[src/rtl/rom_scan_pkg.sv]
// Shared types and default sizing for the ROM address scan sequencer.
package rom_scan_pkg;

    localparam int ADDR_W_DEF = 3;
    localparam int DATA_W_DEF = 2;
    localparam int DEPTH_DEF  = 8;

    typedef enum logic [1:0] {
        IDLE,
        SCAN,
        DRAIN,
        DONE
    } state_e;

    typedef struct packed {
        logic [ADDR_W_DEF-1:0] addr;
        logic [DATA_W_DEF-1:0] data;
    } beat_t;

endpackage

[src/rtl/rom_scan_sequencer_if.sv]
// Valid/ready stream carrying one (address, data) ROM beat per transfer.
interface rom_scan_sequencer_if #(
    parameter int ADDR_W = 3,
    parameter int DATA_W = 2
) ();

    logic              out_valid;
    logic              out_ready;
    logic [ADDR_W-1:0] out_addr;
    logic [DATA_W-1:0] out_data;

    modport master (
        output out_valid,
        output out_addr,
        output out_data,
        input  out_ready
    );

    modport slave (
        input  out_valid,
        input  out_addr,
        input  out_data,
        output out_ready
    );

endinterface

[src/rtl/rom_scan_out_reg.sv]
// Single-entry valid/ready output register for ROM scan beats.
module rom_scan_out_reg
    import rom_scan_pkg::*;
#(
    parameter type BEAT_T = beat_t
) (
    input  logic                  clk,
    input  logic                  rst_n,
    input  logic                  load_i,
    input  BEAT_T                 beat_i,
    output logic                  slot_free_o,
    output logic                  fire_o,
    rom_scan_sequencer_if.master  out_if
);

    BEAT_T beat_q;
    logic  valid_q;

    // A slot drained this cycle can be refilled in the same cycle.
    assign fire_o      = valid_q && out_if.out_ready;
    assign slot_free_o = !valid_q || out_if.out_ready;

    always_ff @(posedge clk or negedge rst_n) begin
        if (!rst_n) begin
            valid_q <= 1'b0;
            beat_q  <= '0;
        end else if (load_i) begin
            valid_q <= 1'b1;
            beat_q  <= beat_i;
        end else if (fire_o) begin
            valid_q <= 1'b0;
        end
    end

    assign out_if.out_valid = valid_q;
    assign out_if.out_addr  = beat_q.addr;
    assign out_if.out_data  = beat_q.data;

endmodule

[src/rtl/rom_scan_sequencer.sv]
// Sweeps ROM addresses 0..DEPTH-1 on start and streams (addr, data) beats.
// Optional running checksum of emitted data under `ROM_SCAN_CHECKSUM_EN.
module rom_scan_sequencer
    import rom_scan_pkg::*;
#(
    parameter int ADDR_W = ADDR_W_DEF,
    parameter int DATA_W = DATA_W_DEF,
    parameter int DEPTH  = DEPTH_DEF
) (
    input  logic                     clk,
    input  logic                     rst_n,
    input  logic                     start_i,
    output logic [ADDR_W-1:0]        rom_addr_o,
    input  logic [DATA_W-1:0]        rom_data_i,
    rom_scan_sequencer_if.master     out_if,
    output logic                     busy_o,
    output logic                     done_o
`ifdef ROM_SCAN_CHECKSUM_EN
    ,
    output logic [DATA_W+ADDR_W-1:0] checksum_o
`endif
);

    typedef struct packed {
        logic [ADDR_W-1:0] addr;
        logic [DATA_W-1:0] data;
    } seq_beat_t;

    localparam logic [ADDR_W-1:0] LAST = ADDR_W'(DEPTH - 1);

    state_e            state_q;
    logic [ADDR_W-1:0] cnt_q;
    logic [ADDR_W-1:0] cnt_d;
    logic              busy_q;
    logic              done_q;
    logic              slot_free;
    logic              fire;
    logic              capture;
    logic              start_acc;
    seq_beat_t         beat_d;

    assign start_acc  = (state_q == IDLE) && start_i;
    assign capture    = (state_q == SCAN) && slot_free;
    assign cnt_d      = cnt_q + ADDR_W'(1);
    assign beat_d     = '{addr: cnt_q, data: rom_data_i};
    assign rom_addr_o = (state_q == SCAN) ? cnt_q : '0;

    rom_scan_out_reg #(
        .BEAT_T (seq_beat_t)
    ) u_out_reg (
        .clk         (clk),
        .rst_n       (rst_n),
        .load_i      (capture),
        .beat_i      (beat_d),
        .slot_free_o (slot_free),
        .fire_o      (fire),
        .out_if      (out_if)
    );

    always_ff @(posedge clk or negedge rst_n) begin
        if (!rst_n) begin
            state_q <= IDLE;
            cnt_q   <= '0;
            busy_q  <= 1'b0;
            done_q  <= 1'b0;
        end else begin
            done_q <= 1'b0;
            case (state_q)
                IDLE: begin
                    if (start_i) begin
                        state_q <= SCAN;
                        cnt_q   <= '0;
                        busy_q  <= 1'b1;
                    end
                end
                SCAN: begin
                    // Counter stops at the last address so it never wraps.
                    if (capture) begin
                        if (cnt_q == LAST) state_q <= DRAIN;
                        else               cnt_q   <= cnt_d;
                    end
                end
                DRAIN: begin
                    if (fire) begin
                        state_q <= DONE;
                        done_q  <= 1'b1;
                    end
                end
                DONE: begin
                    state_q <= IDLE;
                    busy_q  <= 1'b0;
                end
                default: state_q <= IDLE;
            endcase
        end
    end

    assign busy_o = busy_q;
    assign done_o = done_q;

`ifdef ROM_SCAN_CHECKSUM_EN
    localparam int CS_W = DATA_W + ADDR_W;

    logic [CS_W-1:0] csum_q;
    logic [CS_W-1:0] csum_d;

    assign csum_d = csum_q + CS_W'(out_if.out_data);

    // Accumulates every accepted beat; holds after done until the next start.
    always_ff @(posedge clk or negedge rst_n) begin
        if (!rst_n)         csum_q <= '0;
        else if (start_acc) csum_q <= '0;
        else if (fire)      csum_q <= csum_d;
    end

    assign checksum_o = csum_q;
`else
    logic unused_start_acc;
    assign unused_start_acc = start_acc;
`endif

endmodule
[src/flat_wrapper.sv]
// flat-port wrapper written by rule: the top's interface ports become plain ports
module rom_scan_sequencer_flat import rom_scan_pkg::*;
#(
    parameter int ADDR_W = ADDR_W_DEF,
    parameter int DATA_W = DATA_W_DEF,
    parameter int DEPTH  = DEPTH_DEF
)
  (clk, rst_n, start_i, rom_addr_o, rom_data_i, busy_o, done_o, out_if_out_valid, out_if_out_addr, out_if_out_data, out_if_out_ready);
  rom_scan_sequencer_if #(.ADDR_W(ADDR_W), .DATA_W(DATA_W)) out_if_i ();
  input  logic clk;
  input  logic rst_n;
  input  logic start_i;
  output logic [ADDR_W-1:0] rom_addr_o;
  input  logic [DATA_W-1:0] rom_data_i;
  output logic busy_o;
  output logic done_o;
  output wire logic [$bits(out_if_i.out_valid)-1:0] out_if_out_valid;
  output wire logic [$bits(out_if_i.out_addr)-1:0] out_if_out_addr;
  output wire logic [$bits(out_if_i.out_data)-1:0] out_if_out_data;
  input wire logic [$bits(out_if_i.out_ready)-1:0] out_if_out_ready;
  assign out_if_out_valid = out_if_i.out_valid;
  assign out_if_out_addr = out_if_i.out_addr;
  assign out_if_out_data = out_if_i.out_data;
  assign out_if_i.out_ready = out_if_out_ready;
  rom_scan_sequencer #(.ADDR_W(ADDR_W), .DATA_W(DATA_W), .DEPTH(DEPTH)) u_core (.clk(clk), .rst_n(rst_n), .start_i(start_i), .rom_addr_o(rom_addr_o), .rom_data_i(rom_data_i), .out_if(out_if_i), .busy_o(busy_o), .done_o(done_o));
endmodule
[config.mk]
export PLATFORM = sky130hd
export DESIGN_NAME = rom_scan_sequencer_flat
export DESIGN_NICKNAME = d
export VERILOG_FILES = /design/src/rtl/rom_scan_pkg.sv /design/src/rtl/rom_scan_sequencer_if.sv /design/src/rtl/rom_scan_out_reg.sv /design/src/rtl/rom_scan_sequencer.sv /design/src/flat_wrapper.sv
export SDC_FILE = /design/constraint.sdc
export NUM_CORES = 1
export LEC_CHECK = 0
export CELL_PAD_IN_SITES_DETAIL_PLACEMENT = 0
export CELL_PAD_IN_SITES_GLOBAL_PLACEMENT = 1
export CORE_UTILIZATION = 40
export DETAILED_ROUTE_END_ITERATION = 7
export GPL_ROUTABILITY_DRIVEN = 0
export PLACE_DENSITY = 0.83
export SETUP_SLACK_MARGIN = 0.3
export SYNTH_ARGS = -nofsm -noshare
export SYNTH_HDL_FRONTEND = slang
export SYNTH_SLANG_ARGS = --single-unit
[constraint.sdc]
create_clock -name clk -period 4.33 [get_ports clk]
set_input_delay 0.6495 -clock clk [delete_from_list [all_inputs] [get_ports clk]]
set_output_delay 0.6495 -clock clk [all_outputs]
set_load 0.02 [all_outputs]
Word level (Yosys, flattened, before mapping)
Cells that the tools add are included.
{ "totals": {"ff_bits": 13, "inputBits": 6, "out_inout_bits": 11} }
{ "op_classes": {"add_sub_neg": 1, "eq_ne": 9, "muxes": 16, "reduce_logical": 11} }
{ "op_table": {"columns": ["operator", "n"], "rows": [
  ["$mux 3", 4],
  ["$mux 2", 4],
  ["$pmux 2 s4", 1],
  ["$reduce_and 4->1", 2],
  ["$ne 2x2->1 const B", 3],
  ["$pmux 3 s2", 1],
  ["$reduce_bool 2->1", 3],
  ["$mux 1", 5],
  ["$eq 2x2->1 const B", 2],
  ["$ne 2x1->1 const B", 2],
  ["$add 3x1->3 const B", 1],
  ["$eq 3x3->1 const B", 1],
  ["$eq 2x1->1 const B", 1],
  ["$logic_and 1x1->1", 2],
  ["$logic_not 2->1", 1],
  ["$pmux 1 s2", 1],
  ["$reduce_and 2->1", 1],
  ["$logic_not 1->1", 1],
  ["$logic_or 1x1->1", 1]
]} }

Depth between registers and ports, before layout
Gate-level depths: netlist (run 1).
{ "logic_depth": {"word_depth": 5, "depth_mapped": 6, "mapped_depth_nobuf": 6} }

Modules after synthesis
A second synthesis (run 1) with hierarchy kept.
{ "hier_totals": {"cells_unflattened": 57, "area_unflattened_um2": 749.5} }
{ "modules_own_cells": {"columns": ["mod", "n_inst", "cells_each", "area_each_um2"], "rows": [
  ["rom_scan_sequencer", 1, 42, 494.2],
  ["rom_scan_out_reg", 1, 15, 255.2]
]} }

Worst setup path after synthesis (run 1)
No wires, ideal clock.
{ "synth_timing": {"kind": "reg-to-reg", "start": "register u_core.cnt_q[0]", "end": "register u_core.cnt_q[0]", "arrival_ns": 1.617, "t_required_ns": 4.209, "setup_slack_ns": 2.592, "path_stages_with_launch": 7, "synth_period_minus_slack_ns": 1.738, "cell_sequence": "dfrtp_1 ha_1 ha_1 nand2b_2 nor2_4 mux2_4 a22o_1"} }
{ "synth_via": {"elab_chain_len": 4, "elab_cells_between_ends": 7} }
{ "synth_rtl": {"columns": ["element", "line", "text"], "rows": [
  ["from (decl)", "rom_scan_sequencer.sv:32", "logic [ADDR_W-1:0] cnt_q;"],
  ["from (signal assigned)", "rom_scan_sequencer.sv:80", "else cnt_q <= cnt_d;"],
  ["$add 3x1->3", "rom_scan_sequencer.sv:44", "assign cnt_d = cnt_q + ADDR_W'(1);"],
  ["$mux 3", "rom_scan_sequencer.sv:79", "if (cnt_q == LAST) state_q <= DRAIN;"],
  ["$mux 3", "rom_scan_sequencer.sv:78", "if (capture) begin"],
  ["$pmux 3 s2", "rom_scan_sequencer.sv:68", "case (state_q)"]
]} }
Several ways; a longest one is shown, not always the timed one. The select of a mux whose other input is x is not followed.
A chain may end at the register's enable or synchronous reset.

Worst setup path in the final report (run 1)
{ "layout_timing": {"start": "register u_core.state_q[1]", "end": "output port rom_addr_o[1]"} }
{ "layout_via": {"elab_chain_len": 2} }
{ "layout_rtl": {"columns": ["element", "line", "text"], "rows": [
  ["from (decl)", "rom_scan_sequencer.sv:31", "state_e state_q;"],
  ["from (signal assigned)", "rom_scan_sequencer.sv:62", "state_q <= IDLE;"],
  ["from (signal assigned)", "rom_scan_sequencer.sv:71", "state_q <= SCAN;"],
  ["from (signal assigned)", "rom_scan_sequencer.sv:79", null],
  ["$eq 2x1->1", "rom_scan_sequencer.sv:46", "assign rom_addr_o = (state_q == SCAN) ? cnt_q : '0;"],
  ["$mux 3", "rom_scan_sequencer.sv:46", null],
  ["to (decl)", "flat_wrapper.sv:13", "output logic [ADDR_W-1:0] rom_addr_o;"]
]} }
Every way passes these cells.

==> results of run 1 <==
## per-stage QoR
stage          instances  hold WS (ps)   util  power (W)  setup slack (ps)
6_report              96           479  0.581   0.000586              1800
2_1_floorplan         60           354      -   0.000413              2590
3_5_place_dp          92           470  0.564   0.000516              2090
4_1_cts               96           489  0.581   0.000594              1780
3_3_place_gp          92           463  0.564   0.000511              2130
5_1_grt               96           508  0.581   0.000633              1660
## worst max-delay path: stages, from the launching register on
cell and delay [ps]:
dfrtp_1 420, inv_1 90, ha_1 320, and2_1 180, clkdlybuf4s50_1 600
## cells in the final DEF (no fill, tap or decap)
cell	instances
mux2_4	1
and3_2	1
and2b_4	2
dfrtp_1	13
mux2i_1	1
inv_1	3
and2_1	4
o32a_1	1
o2111ai_1	1
nor2_4	1
o21ai_0	3
a22o_1	2
clkdlybuf4s50_1	16
nand2_1	5
a21boi_2	1
mux2_2	5
nor3_1	1
o21bai_1	1
clkbuf_4	3
a21oi_1	1
nand2b_2	2
a211oi_2	1
clkbuf_1	1
nand3_1	1
nand2b_1	1
ha_1	6
nor2_1	1
o2bb2ai_1	1
## flip-flops by register name, summed over array words and instances (netlist names)
name                               count
u_core.state_q                         2
u_core.done_o                          1
u_core.u_out_reg.out_if.out_data       2
u_core.busy_o                          1
u_core.cnt_q                           3
u_core.u_out_reg.out_if.out_addr       3
u_core.u_out_reg.out_if.out_valid      1
## worst max-delay path by stage
| stage | to | slack, ps | startpoint |
|---|---|---|---|
| CTS | rom_addr_o[1] | 1780 | u_core.state_q[1] |
| global placement | rom_addr_o[1] | 2130 | u_core.state_q[1] |
| detailed placement | rom_addr_o[1] | 2090 | u_core.state_q[1] |
| global route | rom_addr_o[1] | 1660 | u_core.state_q[1] |
| finish | rom_addr_o[1] | 1800 | u_core.state_q[1] |
| floorplan | u_core.cnt_q[0] | 2590 | u_core.cnt_q[0] |
## routing by layer
layer / track usage / vias up
met3: 0.0245 / 2
met2: 0.235 / 9
met5: 0 / -
met1: 0.195 / 239
li1: - / 252
met4: 0.0727 / 0
## area by class of cell
class | instances | area share
Multi-Input combinational cell | 44 | 0.407
Sequential cell | 13 | 0.355
Timing Repair Buffer | 16 | 0.175
Clock buffer | 4 | 0.0287
Tap cell | 16 | 0.0219
Inverter | 3 | 0.0123
## cells by family after synthesis
family	Yosys count	share of synthesized area
buffers and inverters	3	0.0159
flip-flops	13	0.459
AO/OA/AOI/OAI	12	0.136
AND/OR/NAND/NOR	19	0.169
multiplexers	7	0.115
adder cells (fa/ha/maj)	6	0.106
## power by group through the flow
stage | logic [W] | registers, W | clock network (W)
after global placement | 0.000312 | 0.000199 | 0
after CTS | 0.000317 | 0.000199 | 0.0000780
final | 0.000313 | 0.000198 | 0.0000744
after floorplan | 0.000181 | 0.000232 | 0
after detailed placement | 0.000315 | 0.000201 | 0
after global routing | 0.000343 | 0.000206 | 0.0000830
==> key figures, run 1 <==
STA
  – Period utilisation layout: 0.584
  – Setup TNS: 0 ps
  – Final setup vio count: 0
  – Max-slew headroom: 0.607
  – Max frequency: around 0.40 GHz
  – Clock Skew: 3.42 ps
  – Post-layout min period: 2530 ps
  – Final Max Slew Viols: 0
  – Final hold vios: 0
  – RSZ-0062 raised after global routing: no
  – Worst-Margin Slew: 587 ps

Clock network
  – CTS Sinks: 13
  – H-Tree Depth: 1
  – Clock latency on the worst-skew pair: 270 ps
  – Clock root buffer: clkbuf_4
  – Total CTS buffers: 3
  – Setup bufs post-CTS: 0
  – CTS Hold Bufs: 0
  – Clock tree buffer depth: 2
  – Reg clk slew, reported paths: ~80 ps
  – Post-cts resize count: 0
  – CTS tree: done

Detailed routing
  – # DRC: 4
  – DR vias: around 500
  – Vias per std cell: around 5.2
  – WL final: roughly 1200 um
  – Drt first pass iters: 5
  – Iteration-0 DRC Markers: 7
  – Met1 wire length: 588 um
  – DRT antenna net count: 0
  – DR WL/cell: 12.8 um
  – Highest metal used: met4
  – Metal3 WL: 48 um
  – Met2 wire length: around 580 um

Placed design
  – Post-DP Area: 890 um2
  – PortBufs: 16
  – Post-DP HPWL: 915 um

Final layout
  – Multi-input logic area: 373 um2
  – Post-route design area: 916 um2
  – Area Overhead vs Synth: 29.1%
  – Fillers: around 140
  – Diode count: 0
  – Reg area: 325 um2
  – Final net count: between 90 and 100
  – Layout cells sized above 1: 0.213

Hold path
  – Hold path depth: 2
  – Hold Path Class: reg2reg
  – Min-Delay Endpoint: u_core.u_out_reg.out_if.out_addr[2]
  – Hold Path Origin: u_core.u_out_reg.out_if.out_addr[2]

Logic synthesis
  – Post-synth top flop: dfrtp_1
  – Largest area contributor in the netlist: dfrtp_1
  – Post-synth ARST share: 1.00
  – Ys Warns: 0
  – Post-synth cell types: 25
  – Post-Syn Area: 709 um2
  – Synthesized Nets: 72
  – Synth top cells by count: dfrtp_1, ha_1, mux2_2, nand2_1, and2_1
  – Area contributors post-synth: dfrtp_1, ha_1, mux2_2, and2_1, and2b_4
  – #FFs+latches synth: 13
  – Top-count cell post-synth: dfrtp_1
  – Post-synth EDFFs: 0
  – Seq/Total Area, Yosys: 0.459
  – Cells after synthesis: 60
  – Synth top area share: 0.459
  – Avg Inst Size Synth: 11.8 um2

Power and ir drop
  – VDD IR max: 274 uV
  – Cell-internal power: 0.000361 W
  – Switching portion of total power: 0.383
  – Pwr dens: between 600 and 700 nW/um2
  – Flop pwr share: 0.338
  – Clock share of power: 0.127
  – Switching power total: 0.000225 W
  – Combinational share of power: 0.535
  – Leak Pwr: 0.410 nW

Floorplan
  – Die width: roughly 44 um
  – Cell Rows: 14
  – Io pins: 17
  – DIE HEIGHT: around 44 um
  – Initial Util: 0.450
  – Die Area: 1950 um2
  – Core footprint: 1580 um2

Critical path
  – Critical R2R Launch: u_core.cnt_q[0]
  – CP required: 3680 ps
  – FF-to-FF End: u_core.cnt_q[0]
  – Crit start category: flip-flop
  – R2R Setup Slk: 2490 ps
  – Crit path DAT: about 1900 ps
  – Worst setup path class: reg2out
  – Reg2Reg Depth: 6
  – Element type at the critical path end: output pin
  – Worst-path fanout max: 10

GRT
  – Total track usage: 0.148
  – Global-route wire length before repair: 2090 um
  – Vias in the first global route: just under 500
  – Initial antenna violation count: 0
  – Grt total ovfl: 0
  – Pin count of the biggest net entering global routing: 14

Job
  – Max Cap Viol: 0

Run status
  – Status: finished, violations left
  – Failing checks: DRC
Note: power is estimated with default switching activity, not from simulation.
==> run 2, diff against run 1 <==
CORE_UTILIZATION = 33   (was 40)
PLACE_DENSITY = 0.73   (was 0.83)
clock period = 2.05 ns   (was 4.33 ns; I/O delays follow)
==> run 2 against run 1 <==
Against the previous run: core utilization decreased by 7.5 points; clock-buffer cell count unchanged; highest routed layer unchanged; clock skew increased by 0.50 ps; clock power increased by 110%; the flow now finishes without violations; largest power group unchanged; register-to-register slack got worse by 2100 ps; worst setup slack got worse by 1400 ps; global-route usage decreased by 0.54 points; sequential share of layout area decreased by 3.0 points.
==> key figures, run 2 (synthesis gave the netlist of run 1 again) <==
Floorplan
  – Io pins: 17 (unchanged)
  – Die width: 48.4 um (was 44.1 um)
  – DIE HEIGHT: 48.4 um (was 44.1 um)
  – Die Area: 2340 um2 (was 1950 um2)
  – Core footprint: 1980 um2 (was 1580 um2)
  – Cell Rows: 16 (was 14)
  – Initial Util: 0.358 (was 0.450)

Critical path
  – CP required: 1740 ps (was 3680 ps)
  – Critical R2R Launch: u_core.cnt_q[0] (unchanged)
  – Worst-path fanout max: 8 (was 10)
  – Crit path DAT: 1360 ps (was 1880 ps)
  – Crit start category: flip-flop (unchanged)
  – CP max stage cell: dfrtp_1 (was clkdlybuf4s50_1)
  – Worst setup path class: reg2out (unchanged)
  – Critical path's largest stage delay: 420 ps (was 600 ps)
  – Crit path cell chain: inv_2 -> ha_4 -> and2_1 -> clkdlybuf4s15_2 (was inv_1 -> ha_1 -> and2_1 -> clkdlybuf4s50_1)
  – Element type at the critical path end: output pin (unchanged)
  – Crit path launch: u_core.state_q[1] (unchanged)

Power and ir drop
  – Cell-internal power: 0.000852 W (was 0.000361 W)
  – Switching portion of total power: 0.382 (was 0.383)
  – Flop pwr share: 0.306 (was 0.338)
  – Pwr dens: 1380 nW/um2 (was 640 nW/um2)
  – VDD IR max: 742 uV (was 274 uV)
  – Combinational share of power: 0.579 (was 0.535)
  – Clock share of power: 0.115 (was 0.127)
  – Switching power total: 0.000528 W (was 0.000225 W)
  – Tot Pwr: 0.00138 W (was 0.000586 W)
  – Leak Pwr: 0.443 nW (was 0.410 nW)

Final layout
  – Diode count: 0 (unchanged)
  – Layout cells sized above 1: 0.368 (was 0.213)
  – Most common cell after layout, fill and taps aside: clkdlybuf4s50_1 (unchanged)
  – Final net count: 100 (was 93)
  – Fillers: 180 (was 144)
  – Area Overhead vs Synth: 41.4% (was 29.1%)
  – Commonest non-fill, non-tap cells in the layout: clkdlybuf4s50_1, dfrtp_1, buf_4 (was clkdlybuf4s50_1, dfrtp_1, ha_1)
  – Post-route design area: 1000 um2 (was 916 um2)

STA
  – Final hold vios: 0 (unchanged)
  – Worst-Margin Slew: 634 ps (was 587 ps)
  – Max-slew headroom: 0.576 (was 0.607)
  – Clock Skew: 3.92 ps (was 3.42 ps)
  – RSZ-0062 raised after global routing: no (unchanged)
  – Setup TNS: 0 ps (unchanged)
  – Max frequency: 0.599 GHz
  – Final Max Slew Viols: 0 (unchanged)
  – Period utilisation layout: 0.814
  – Post-layout min period: roughly 1700 ps
  – Hold WS: 417 ps (was 479 ps)
  – Final setup vio count: 0 (unchanged)

Clock network
  – Clock root buffer: clkbuf_4 (unchanged)
  – CTS Sinks: 13 (unchanged)
  – Clock tree buffer depth: 2 (unchanged)
  – H-Tree Depth: 1 (unchanged)
  – CTS tree: done (unchanged)
  – Total CTS buffers: 3 (unchanged)
  – Clock latency on the worst-skew pair: 280 ps (was 270 ps)
  – Reg clk slew, reported paths: 80 ps (about the same)

Detailed routing
  – # DRC: 0 (was 4)
  – DRT antenna net count: 0 (unchanged)
  – DR WL/cell: 13.6 um (was 12.8 um)
  – DR vias: 546 (was 502)
  – Drt first pass iters: 4 (was 5)
  – WL final: 1550 um (was 1230 um)
  – Vias per std cell: 4.79 (was 5.23)
  – Iteration-0 DRC Markers: 5 (was 7)

GRT
  – Grt total ovfl: 0 (unchanged)
  – Initial antenna violation count: 0 (unchanged)
  – Global-route wire length before repair: 2460 um (was 2090 um)
  – Vias in the first global route: 518 (was 489)
  – Total track usage: 0.142 (was 0.148)
  – Pin count of the biggest net entering global routing: 14 (unchanged)

Placed design
  – Post-DP Area: 903 um2 (was 890 um2)
  – PortBufs: 16 (unchanged)
  – Post-DP HPWL: 1050 um (was 915 um)

Hold path
  – Hold Path Class: in2async (was reg2reg)

Run status
  – Status: finished, final reports clean (was finished, violations left)

Job
  – Max Cap Viol: 0 (unchanged)
-- run 2: cell count changes in the layout (fill, tap and decap cells not counted), sizes merged --
cell,delta
clkdlybuf4s50,-3
clkdlybuf4s15,+2
clkbuf,+1
buf,+7
-- run 2: repair_timing --
| action | in CTS | in global routing |
|---|---|---|
| endpoints found under the setup margin | 4 | 6 |
| setup buffers | 4 | 3 |
| pin swaps | 1 | 1 |
| hold buffers | 0 | 0 |
| endpoints found under the hold margin | 0 | 0 |
| resized for setup | 11 | 5 |
-- run 2: final timing paths --
check                                                       to  slack (ps)  depth (start not counted)
max                                              rom_addr_o[1]         380                          4
min                                            u_core.cnt_q[1]         420                          1
max reg2reg                                    u_core.cnt_q[0]         390                          6
min reg2reg                u_core.u_out_reg.out_if.out_addr[2]         480                          2
max in group asynchronous                    u_core.state_q[0]        1180                          1
min in group clk           u_core.u_out_reg.out_if.out_addr[2]         480                          2
-- run 2: per-stage QoR --
step / utilization / worst slack [ps] / std cells
after global placement: 0.456 / 174 / 103
after global routing: 0.506 / 300 / 114
final: 0.506 / 381 / 114
after detailed placement: 0.456 / 125 / 103
after floorplan: - / 312 / 60
after CTS: 0.494 / 286 / 111
-- run 2: worst max-delay path, delay by kind of cell, from the launching register on --
family / cells / cell delay, ps
flip-flops: 1 / 420
buffers and inverters: 2 / 350
adder cells (fa/ha/maj): 1 / 180
AND/OR/NAND/NOR: 1 / 140
-- run 2: power by group through the flow --
stage	Clock [W]	Sequential, W	Combinational, W
2_1_floorplan	0	0.000490	0.000382
3_3_place_gp	0	0.000421	0.000661
3_5_place_dp	0	0.000427	0.000681
4_1_cts	0.000169	0.000421	0.000755
5_1_grt	0.000181	0.000438	0.000854
6_report	0.000159	0.000422	0.000799
-- run 2: final cells by class --
type                       count  area (um2)  area share
clock buffer                   4        26.3      0.0262
inverter                       3        11.3      0.0112
multi-input combinational     44         395       0.394
sequential                    13         327       0.325
tap                           27        33.8      0.0337
timing repair buffer          23         210       0.209
-- run 2: layer usage --
layer,part of all wire,track usage
met5,0,0
met4,0.0084,0.0441
met3,0.040,0.0566
met2,0.51,0.239
met1,0.44,0.166
